===== src/rtl/ad_cal_pkg.sv =====
// Shared definitions for ADC lane DCO delay calibration.
package ad_cal_pkg;

  localparam int unsigned TAP_W           = 5;
  localparam int unsigned NUM_TAPS_DEF    = 32;
  localparam int unsigned SETTLE_CYC_DEF  = 16;
  localparam int unsigned SAMPLE_CYC_DEF  = 256;
  localparam int unsigned MIN_WIN_DEF     = 4;
  localparam int unsigned DEFAULT_TAP_DEF = 10;

  typedef enum logic [3:0] {
    StIdle,
    StWaitRdy,
    StLoad,
    StSettle,
    StSample,
    StNext,
    StApply,
    StVerify,
    StDone,
    StFail
  } cal_state_e;

endpackage


===== src/rtl/dco_win_tracker.sv =====
// Online tracker of the current passing run and the widest run seen so far.
module dco_win_tracker
  import ad_cal_pkg::*;
(
  input  logic             dly_clk,
  input  logic             rst_n,
  input  logic             clear,
  input  logic             step,
  input  logic             pass,
  input  logic [TAP_W-1:0] tap,
  output logic [TAP_W-1:0] best_start,
  output logic [TAP_W:0]   best_len
);

  logic [TAP_W-1:0] run_start_q, run_start_d, best_start_q, best_start_d;
  logic [TAP_W:0]   run_len_q, run_len_d, best_len_q, best_len_d;

  // Extend or break the current run, then promote it if strictly wider.
  always_comb begin
    run_start_d  = run_start_q;
    run_len_d    = run_len_q;
    best_start_d = best_start_q;
    best_len_d   = best_len_q;
    if (clear) begin
      run_start_d  = '0;
      run_len_d    = '0;
      best_start_d = '0;
      best_len_d   = '0;
    end else if (step) begin
      if (pass) begin
        if (run_len_q == '0) run_start_d = tap;
        run_len_d = run_len_q + 1'b1;
      end else begin
        run_len_d = '0;
      end
      if (run_len_d > best_len_q) begin
        best_start_d = run_start_d;
        best_len_d   = run_len_d;
      end
    end
  end

  // Run/best state registers.
  always_ff @(posedge dly_clk or negedge rst_n) begin
    if (!rst_n) begin
      run_start_q  <= '0;
      run_len_q    <= '0;
      best_start_q <= '0;
      best_len_q   <= '0;
    end else begin
      run_start_q  <= run_start_d;
      run_len_q    <= run_len_d;
      best_start_q <= best_start_d;
      best_len_q   <= best_len_d;
    end
  end

  assign best_start = best_start_q;
  assign best_len   = best_len_q;

endmodule


===== src/rtl/dco_tap_calib.sv =====
// Sweeps IDELAY taps, finds the widest passing window and loads its centre.
module dco_tap_calib
  import ad_cal_pkg::*;
#(
  parameter int unsigned NUM_TAPS    = NUM_TAPS_DEF,
  parameter int unsigned SETTLE_CYC  = SETTLE_CYC_DEF,
  parameter int unsigned SAMPLE_CYC  = SAMPLE_CYC_DEF,
  parameter int unsigned MIN_WIN     = MIN_WIN_DEF,
  parameter int unsigned DEFAULT_TAP = DEFAULT_TAP_DEF
) (
  input  logic             dly_clk,
  input  logic             rst_n,
  input  logic             dly_rdy,
  input  logic             cal_start,
  input  logic             pattern_ok,
  input  logic [TAP_W-1:0] tap_rb,
  output logic [TAP_W-1:0] delay_tap,
  output logic             load_en,
  output logic             cal_busy,
  output logic             cal_done,
  output logic             cal_fail,
  output logic [TAP_W-1:0] win_start,
  output logic [TAP_W:0]   win_len
);

  cal_state_e       state_q, state_d;
  logic             start_q;
  logic [TAP_W-1:0] tap_q, tap_d, dly_tap_q, dly_tap_d, target_q, target_d;
  logic [TAP_W-1:0] win_start_q, win_start_d, best_start;
  logic [TAP_W:0]   win_len_q, win_len_d, best_len, centre;
  logic [15:0]      cnt_q, cnt_d;
  logic             tap_bad_q, tap_bad_d, no_win_q, no_win_d;
  logic             done_q, done_d, fail_q, fail_d;
  logic             start_rise, trk_clear, trk_step;

  assign start_rise = cal_start & ~start_q;
  assign centre     = {1'b0, best_start} + (best_len >> 1);

  // Next-state, counters, strobe and result updates.
  always_comb begin
    state_d     = state_q;
    tap_d       = tap_q;
    cnt_d       = cnt_q;
    tap_bad_d   = tap_bad_q;
    dly_tap_d   = dly_tap_q;
    target_d    = target_q;
    no_win_d    = no_win_q;
    done_d      = done_q;
    fail_d      = fail_q;
    win_start_d = win_start_q;
    win_len_d   = win_len_q;
    load_en     = 1'b0;
    trk_clear   = 1'b0;
    trk_step    = 1'b0;
    cal_busy    = 1'b0;
    unique case (state_q)
      StIdle, StDone, StFail: begin
        if (start_rise) begin
          done_d      = 1'b0;
          fail_d      = 1'b0;
          win_start_d = '0;
          win_len_d   = '0;
          state_d     = StWaitRdy;
        end
      end
      StWaitRdy: begin
        cal_busy  = 1'b1;
        trk_clear = 1'b1;
        cnt_d     = '0;
        if (dly_rdy) begin
          tap_d   = '0;
          state_d = StLoad;
        end
      end
      StLoad: begin
        cal_busy  = 1'b1;
        load_en   = 1'b1;
        dly_tap_d = tap_q;
        tap_bad_d = 1'b0;
        cnt_d     = '0;
        state_d   = StSettle;
      end
      StSettle: begin
        cal_busy = 1'b1;
        if (cnt_q == 16'(SETTLE_CYC - 1)) begin
          cnt_d   = '0;
          state_d = StSample;
        end else begin
          cnt_d = cnt_q + 1'b1;
        end
      end
      StSample: begin
        // Full window is always sampled so per-tap time is constant.
        cal_busy  = 1'b1;
        tap_bad_d = tap_bad_q | ~pattern_ok;
        if (cnt_q == 16'(SAMPLE_CYC - 1)) begin
          cnt_d   = '0;
          state_d = StNext;
        end else begin
          cnt_d = cnt_q + 1'b1;
        end
      end
      StNext: begin
        cal_busy = 1'b1;
        trk_step = 1'b1;
        if (tap_q == TAP_W'(NUM_TAPS - 1)) begin
          state_d = StApply;
        end else begin
          tap_d   = tap_q + 1'b1;
          state_d = StLoad;
        end
      end
      StApply: begin
        cal_busy    = 1'b1;
        load_en     = 1'b1;
        no_win_d    = best_len < (TAP_W + 1)'(MIN_WIN);
        target_d    = no_win_d ? TAP_W'(DEFAULT_TAP) : centre[TAP_W-1:0];
        dly_tap_d   = target_d;
        win_start_d = best_start;
        win_len_d   = best_len;
        cnt_d       = '0;
        state_d     = StVerify;
      end
      StVerify: begin
        cal_busy = 1'b1;
        if (cnt_q == 16'd2) begin
          if (no_win_q || (tap_rb != target_q)) begin
            fail_d  = 1'b1;
            state_d = StFail;
          end else begin
            done_d  = 1'b1;
            state_d = StDone;
          end
        end else begin
          cnt_d = cnt_q + 1'b1;
        end
      end
      default: state_d = StIdle;
    endcase
    // Losing the delay reference mid-sweep invalidates everything gathered so far.
    if (cal_busy && (state_q != StWaitRdy) && !dly_rdy) begin
      state_d     = StWaitRdy;
      load_en     = 1'b0;
      dly_tap_d   = dly_tap_q;
      win_start_d = win_start_q;
      win_len_d   = win_len_q;
      done_d      = done_q;
      fail_d      = fail_q;
    end
  end

  // State and datapath registers.
  always_ff @(posedge dly_clk or negedge rst_n) begin
    if (!rst_n) begin
      state_q     <= StIdle;
      start_q     <= 1'b0;
      tap_q       <= '0;
      cnt_q       <= '0;
      tap_bad_q   <= 1'b0;
      dly_tap_q   <= TAP_W'(DEFAULT_TAP);
      target_q    <= '0;
      no_win_q    <= 1'b0;
      done_q      <= 1'b0;
      fail_q      <= 1'b0;
      win_start_q <= '0;
      win_len_q   <= '0;
    end else begin
      state_q     <= state_d;
      start_q     <= cal_start;
      tap_q       <= tap_d;
      cnt_q       <= cnt_d;
      tap_bad_q   <= tap_bad_d;
      dly_tap_q   <= dly_tap_d;
      target_q    <= target_d;
      no_win_q    <= no_win_d;
      done_q      <= done_d;
      fail_q      <= fail_d;
      win_start_q <= win_start_d;
      win_len_q   <= win_len_d;
    end
  end

  dco_win_tracker u_tracker (
    .dly_clk    (dly_clk),
    .rst_n      (rst_n),
    .clear      (trk_clear),
    .step       (trk_step),
    .pass       (~tap_bad_q),
    .tap        (tap_q),
    .best_start (best_start),
    .best_len   (best_len)
  );

  assign delay_tap = load_en ? dly_tap_d : dly_tap_q;
  assign cal_done  = done_q;
  assign cal_fail  = fail_q;
  assign win_start = win_start_q;
  assign win_len   = win_len_q;

endmodule

===== config.mk =====
export PLATFORM = sky130hd
export DESIGN_NAME = dco_tap_calib
export DESIGN_NICKNAME = d
export VERILOG_FILES = /design/src/rtl/ad_cal_pkg.sv /design/src/rtl/dco_win_tracker.sv /design/src/rtl/dco_tap_calib.sv
export SDC_FILE = /design/constraint.sdc
export NUM_CORES = 1
export LEC_CHECK = 0
export ABC_AREA = 1
export CELL_PAD_IN_SITES_DETAIL_PLACEMENT = 1
export CELL_PAD_IN_SITES_GLOBAL_PLACEMENT = 2
export CORE_MARGIN = 5
export CORE_UTILIZATION = 29
export DETAILED_ROUTE_END_ITERATION = 8
export PLACE_DENSITY_LB_ADDON = 0.1
export SLEW_MARGIN = 20
export SYNTH_ARGS = -nofsm -noshare
export SYNTH_HDL_FRONTEND = slang
export SYNTH_HIERARCHICAL = 1
export SYNTH_SLANG_ARGS = --single-unit

===== constraint.sdc =====
create_clock -name dly_clk -period 4 [get_ports dly_clk]
set_input_delay 0.8 -clock dly_clk [delete_from_list [all_inputs] [get_ports dly_clk]]
set_output_delay 0.8 -clock dly_clk [all_outputs]
set_load 0.1 [all_outputs]

# Word level (Yosys, flattened, before mapping)
# Index checks and enable logic that the tools add are counted.
op_classes:
  n_mux: 52
  n_eq_ne: 27
  n_addsub: 4
  n_reduce_logical: 24
  n_bitwise: 5
  magnitude_cmp: 2
op_table:
  columns: ["operator", "n"]
  rows:
  - ["$mux W5", 13]
  - ["$pmux W16 S4", 1]
  - ["$mux W6", 9]
  - ["$mux W16", 3]
  - ["$pmux W4 S8", 1]
  - ["$pmux W5 S2", 3]
  - ["$mux W4", 6]
  - ["$add A16 B1 Y16 const B", 1]
  - ["$eq A16 B2 Y1 const B", 1]
  - ["$eq A16 B4 Y1 const B", 1]
  - ["$eq A16 B8 Y1 const B", 1]
  - ["$eq A4 B3 Y1 const B", 4]
  - ["$ne A3 B3 Y1 const B", 5]
  - ["$reduce_and A5 Y1", 3]
  - ["$ne A2 B2 Y1 const B", 7]
  - ["$pmux W6 S2", 1]
  - ["$reduce_bool A2 Y1", 6]
  - ["$mux W1", 11]
  - ["$eq A4 B2 Y1 const B", 2]
  - ["$eq A4 B4 Y1 const B", 2]
  - ["$reduce_or A7 Y1", 1]
  - ["$add A6 B1 Y6 const B", 1]
  - ["$gt A6 B6 Y1", 1]
  - ["$logic_not A6 Y1", 1]
  - ["other kinds (21)", 29]
word_totals:
  inputBits: 10
  out_inout_bits: 20
  ff_bits: 73
  elab_cells: 130

# Depth between registers and ports, before layout
depth:
  ltp_word: 8
  ltp_mapped: 15

# Cells and area by module
# Netlist, hierarchy kept.
modules_own_cells:
  columns: ["module", "cells_each", "instances", "area_each_um2"]
  rows:
  - ["dco_tap_calib", 457, 1, 3348.2]
  - ["dco_win_tracker", 187, 1, 1335.0]

# Least setup slack after synthesis
# Ideal clock, no wire load.
synth_timing:
  kind: "input to output"
  start: "input dly_rdy"
  end: "output delay_tap[0]"
  path_buffers: 1
  required_ns: 3.200
  slack_ns: -0.084
  arrival_ns: 3.284
  stages: 5
  cell_sequence: "inv_1 > nand3_2 > buf_4 > inv_1 > o21ai_0"
synth_between:
  elab_chain_cells: 4
  word_cells_on_any_way: 5
synth_lines:
  columns: ["element", "line_no", "text"]
  rows:
  - ["start: declaration", "dco_tap_calib.sv:13", "input logic dly_rdy,"]
  - ["$logic_not A1 Y1 *", "dco_tap_calib.sv:141", "if (cal_busy && (state_q != StWaitRdy) && !dly_rdy) begin"]
  - ["$logic_and A1 B1 Y1 *", "dco_tap_calib.sv:141", null]
  - ["$mux W5 / $mux W1 (equally long branches)", "dco_tap_calib.sv:141", null]
  - ["$mux W5 *", "dco_tap_calib.sv:194", "assign delay_tap = load_en ? dly_tap_d : dly_tap_q;"]
  - ["end: declaration", "dco_tap_calib.sv:17", "output logic [TAP_W-1:0] delay_tap,"]
# Every way passes the cells marked *; elsewhere a longest branch is shown, timed or not.

# Final worst setup path
layout_timing:
  start: "register u_tracker.best_len_q[1] (netlist: u_tracker/best_len[1])"
  end: "output delay_tap[4]"
layout_between:
  elab_chain_cells: 5
  word_cells_on_any_way: 6
layout_lines:
  columns: ["element", "line_no", "text"]
  rows:
  - ["start: declaration", "dco_win_tracker.sv:16", "logic [TAP_W:0] run_len_q, run_len_d, best_len_q, best_len_d;"]
  - ["start signal: assignment", "dco_win_tracker.sv:54", "best_len_q <= best_len_d;"]
  - ["$add A5 B5 Y5 / $lt A6 B3 Y1 (equally long branches)", "dco_tap_calib.sv:37, dco_tap_calib.sv:116", null]
  - ["$mux W5 *", "dco_tap_calib.sv:117", "target_d = no_win_d ? TAP_W'(DEFAULT_TAP) : centre[TAP_W-1:0];"]
  - ["$pmux W5 S2 *", "dco_tap_calib.sv:56", "unique case (state_q)"]
  - ["$mux W5 *", "dco_tap_calib.sv:141", null]
  - ["$mux W5 *", "dco_tap_calib.sv:194", null]
# Marks and branches as above.

==> results.yml <==
sta:
  setup_viol: 0
  finalClockSkew_ps: 11.7
  rsz0062_at_grt: "false"
  timing.hold.ws_ps: 476
  fin_setup_tns_ps: 0
  final_hold_viol_count: 0
  max_slew_margin: 0.346
  max_freq_mhz: 306
  worst-slew-pin-transition_ps: 977
  finalCriticalPeriod_ps: 3270
  slew_violations: 0
  post-route-period-util: 0.817
critical_path:
  slowest_stage: "dfrtp_1"
  cp-end-kind: "primary output"
  crit_fanout: 4
  reg2reg_depth: 15
  reg2reg_to: "u_tracker/best_len[5]"
  critPathLaunchType: "register"
  cp_slowest_stage_delay_ps: 410
  startpoint: "u_tracker/best_len[1]"
  arrival_ps: 2470
  timing.rr.start: "u_tracker/run_len_q[0]"
  path_class: "register to primary output"
  worstPathCellList: "ha_1 > inv_1 > fa_1 > o21a_1 > o21ai_0 > o21ai_0 > nand2_1 > nand2_1 > buf_12"
  crit_required_ps: 3200
  timing.reg2reg.setup_slack_ps: 1600
power_and_ir_drop:
  power.density_nw_per_um2: 658
  ir_drop_mv: 0.341
  p_leak_nw: 2.70
  power_mw: 3.61
floorplanning:
  dieArea_um2: 18800
  io_pins: 30
  die_x_um: 137
  fp-row-count: 46
  die_h_um: 137
  start_util: 0.295
  core-area_um2: 15900
cells_and_area:
  mostFrequentLayoutCell: "nand2_1"
  finish.net_count: 699
  fin_util: 0.346
  multi_input_area_um2: 2350
  area_delta_synth_final_pct: 17.3
  drive_gt1_frac: 0.0975
  mostFrequentLayoutCells: "nand2_1, inv_1, dfrtp_1, nand3_1, nor2_1"
  fin_cells: 893
  fill_cells: 1983
  seqCellArea_um2: 1830
  antenna_cells: 0
grt:
  antenna_found_initial: 0
  grt_util_all_layers: 0.155
  grt_overflow: 0
  grt_pass1_wl_um: 22800
  grt_pass1_vias: 4460
  grt_max_degree: 74
clock_network:
  cts_tree: "done"
  cts_buffer_depth: 2
  clock_latency_ps: 350
  postCtsSetupBuffers: 0
  cts_root_buffer: "clkbuf_16"
  post_cts_resize_count: 0
  cts_hold_buf: 0
  cts_buffers: 9
  cts-htree-levels: 3
  cts.clk_slew.worst_paths_ps: 70
  clkSinkCount: 73
logic_synthesis:
  yosysSeqAreaShare: 0.391
  synth_ff_type: "dfrtp_1"
  ys_seq_elements: 73
  synth.yosys.warnings: 6
  synth_area_um2: 4680
  synth_edf_count: 0
  post_synth.cell_area_avg_um2: 7.27
  synth_fp_nets: 671
  synth_cell_types: 46
  ys_async_sr_fraction: 1.00
  netlist_instances: 644
routing:
  antenna_left: 0
  drt_iter0_drc: 200
  wl_per_cell_um: 14.9
  drt_wl_total_um: 13300
  drt_pass1_iterations: 4
  vias: 4197
  viasPerCell: 4.70
  drc: 0
run_status:
  status: "completed"
placed_design:
  dp.cells: 877
  port_buffers: 29
  dp_hpwl_um: 9870
  place.gp.congestion: 0.735
job:
  maxCapViolations: 0
worst_hold_path:
  hold_class: "primary input to asynchronous set/reset pin"
worst max path at each step:
| stage | end | slack, ps | cells after the start |
|---|---|---|---|
| floorplan | delay_tap[0] | 340 | 8 |
| global placement | delay_tap[0] | 860 | 9 |
| detailed placement | delay_tap[0] | 770 | 9 |
| CTS | delay_tap[4] | 710 | 9 |
| global route | delay_tap[4] | 570 | 9 |
| finish | delay_tap[4] | 730 | 9 |
cells by family (layout without fill, tap and decap cells):
group / Yosys count / in the layout / synth area share
XOR/XNOR: 9 / 9 / 0.0168
adder cells (fa/ha/maj): 17 / 17 / 0.0470
AND/OR/NAND/NOR: 356 / 356 / 0.342
AO/OA/AOI/OAI: 77 / 77 / 0.0965
flip-flops: 73 / 73 / 0.391
buffers and inverters: 112 / 145 / 0.107
sequential cells by signal, summed over array words and instances (netlist names), 4 cells and up:
name and count:
win_start 5, dly_tap_q 5, target_q 5, u_tracker/best_len 6, cnt_q 16, u_tracker/run_start_q 5, win_len 6, u_tracker/best_start 5
u_tracker/run_len_q 6, state_q 4, tap_q 5
cell usage after synthesis, drive strengths merged (4+ instances only):
cell    instances  area, um^2
a21oi          11        66.3
a31oi           7        43.8
buf            11        96.3
dfrtp          71        1780
ha             16         200
inv            98         375
nand2         206         823
nand3          69         378
nand4           7        43.8
nor2           62         272
nor3            8        55.1
o211ai          4        30.0
o21ai          42         210
xor2            6        52.6
per-layer routing:
| layer | up-vias | track usage | wire, um |
|---|---|---|---|
| met1 | 2046 | 0.203 | 6490 |
| li1 | 2104 | - | - |
| met3 | 15 | 0.0261 | 268 |
| met5 | - | 0 | 0 |
| met4 | 0 | 0.0565 | 223 |
| met2 | 32 | 0.256 | 6360 |
power by group:
| part | switching, mW | total [mW] | internal [mW] | leakage, nW |
|---|---|---|---|---|
| clock network | 0.363 | 0.872 | 0.508 | 0.154 |
| registers | 0.123 | 0.994 | 0.871 | 0.989 |
| logic | 1.29 | 1.75 | 0.460 | 1.56 |
| total | 1.77 | 3.61 | 1.84 | 2.70 |
area by class of cell:
| type | instances | share of cell area |
|---|---|---|
| well taps | 216 | 0.0492 |
| clock buffers | 10 | 0.0435 |
| multi-input cells | 459 | 0.428 |
| clock inverters | 6 | 0.0134 |
| repair buffers | 31 | 0.0645 |
| inverters | 98 | 0.0683 |
| flip-flops and latches | 73 | 0.333 |
metrics by stage:
stage | worst slack, ps | instance area, um^2
6_report | 732 | 5490
3_3_place_gp | 863 | 5180
5_1_grt | 574 | 5490
4_1_cts | 713 | 5490
2_1_floorplan | 344 | 4680
3_5_place_dp | 771 | 5180
worst max-delay path, delay by kind of cell (launching register included):
| kind | cells | cell delay, ps |
|---|---|---|
| AOI/OAI and AO/OA | 3 | 670 |
| adders and majority gates | 2 | 600 |
| buffers and inverters | 2 | 240 |
| DFF | 1 | 410 |
| and+or+nand+nor | 2 | 200 |
Note: power is estimated with default switching activity, not from simulation.
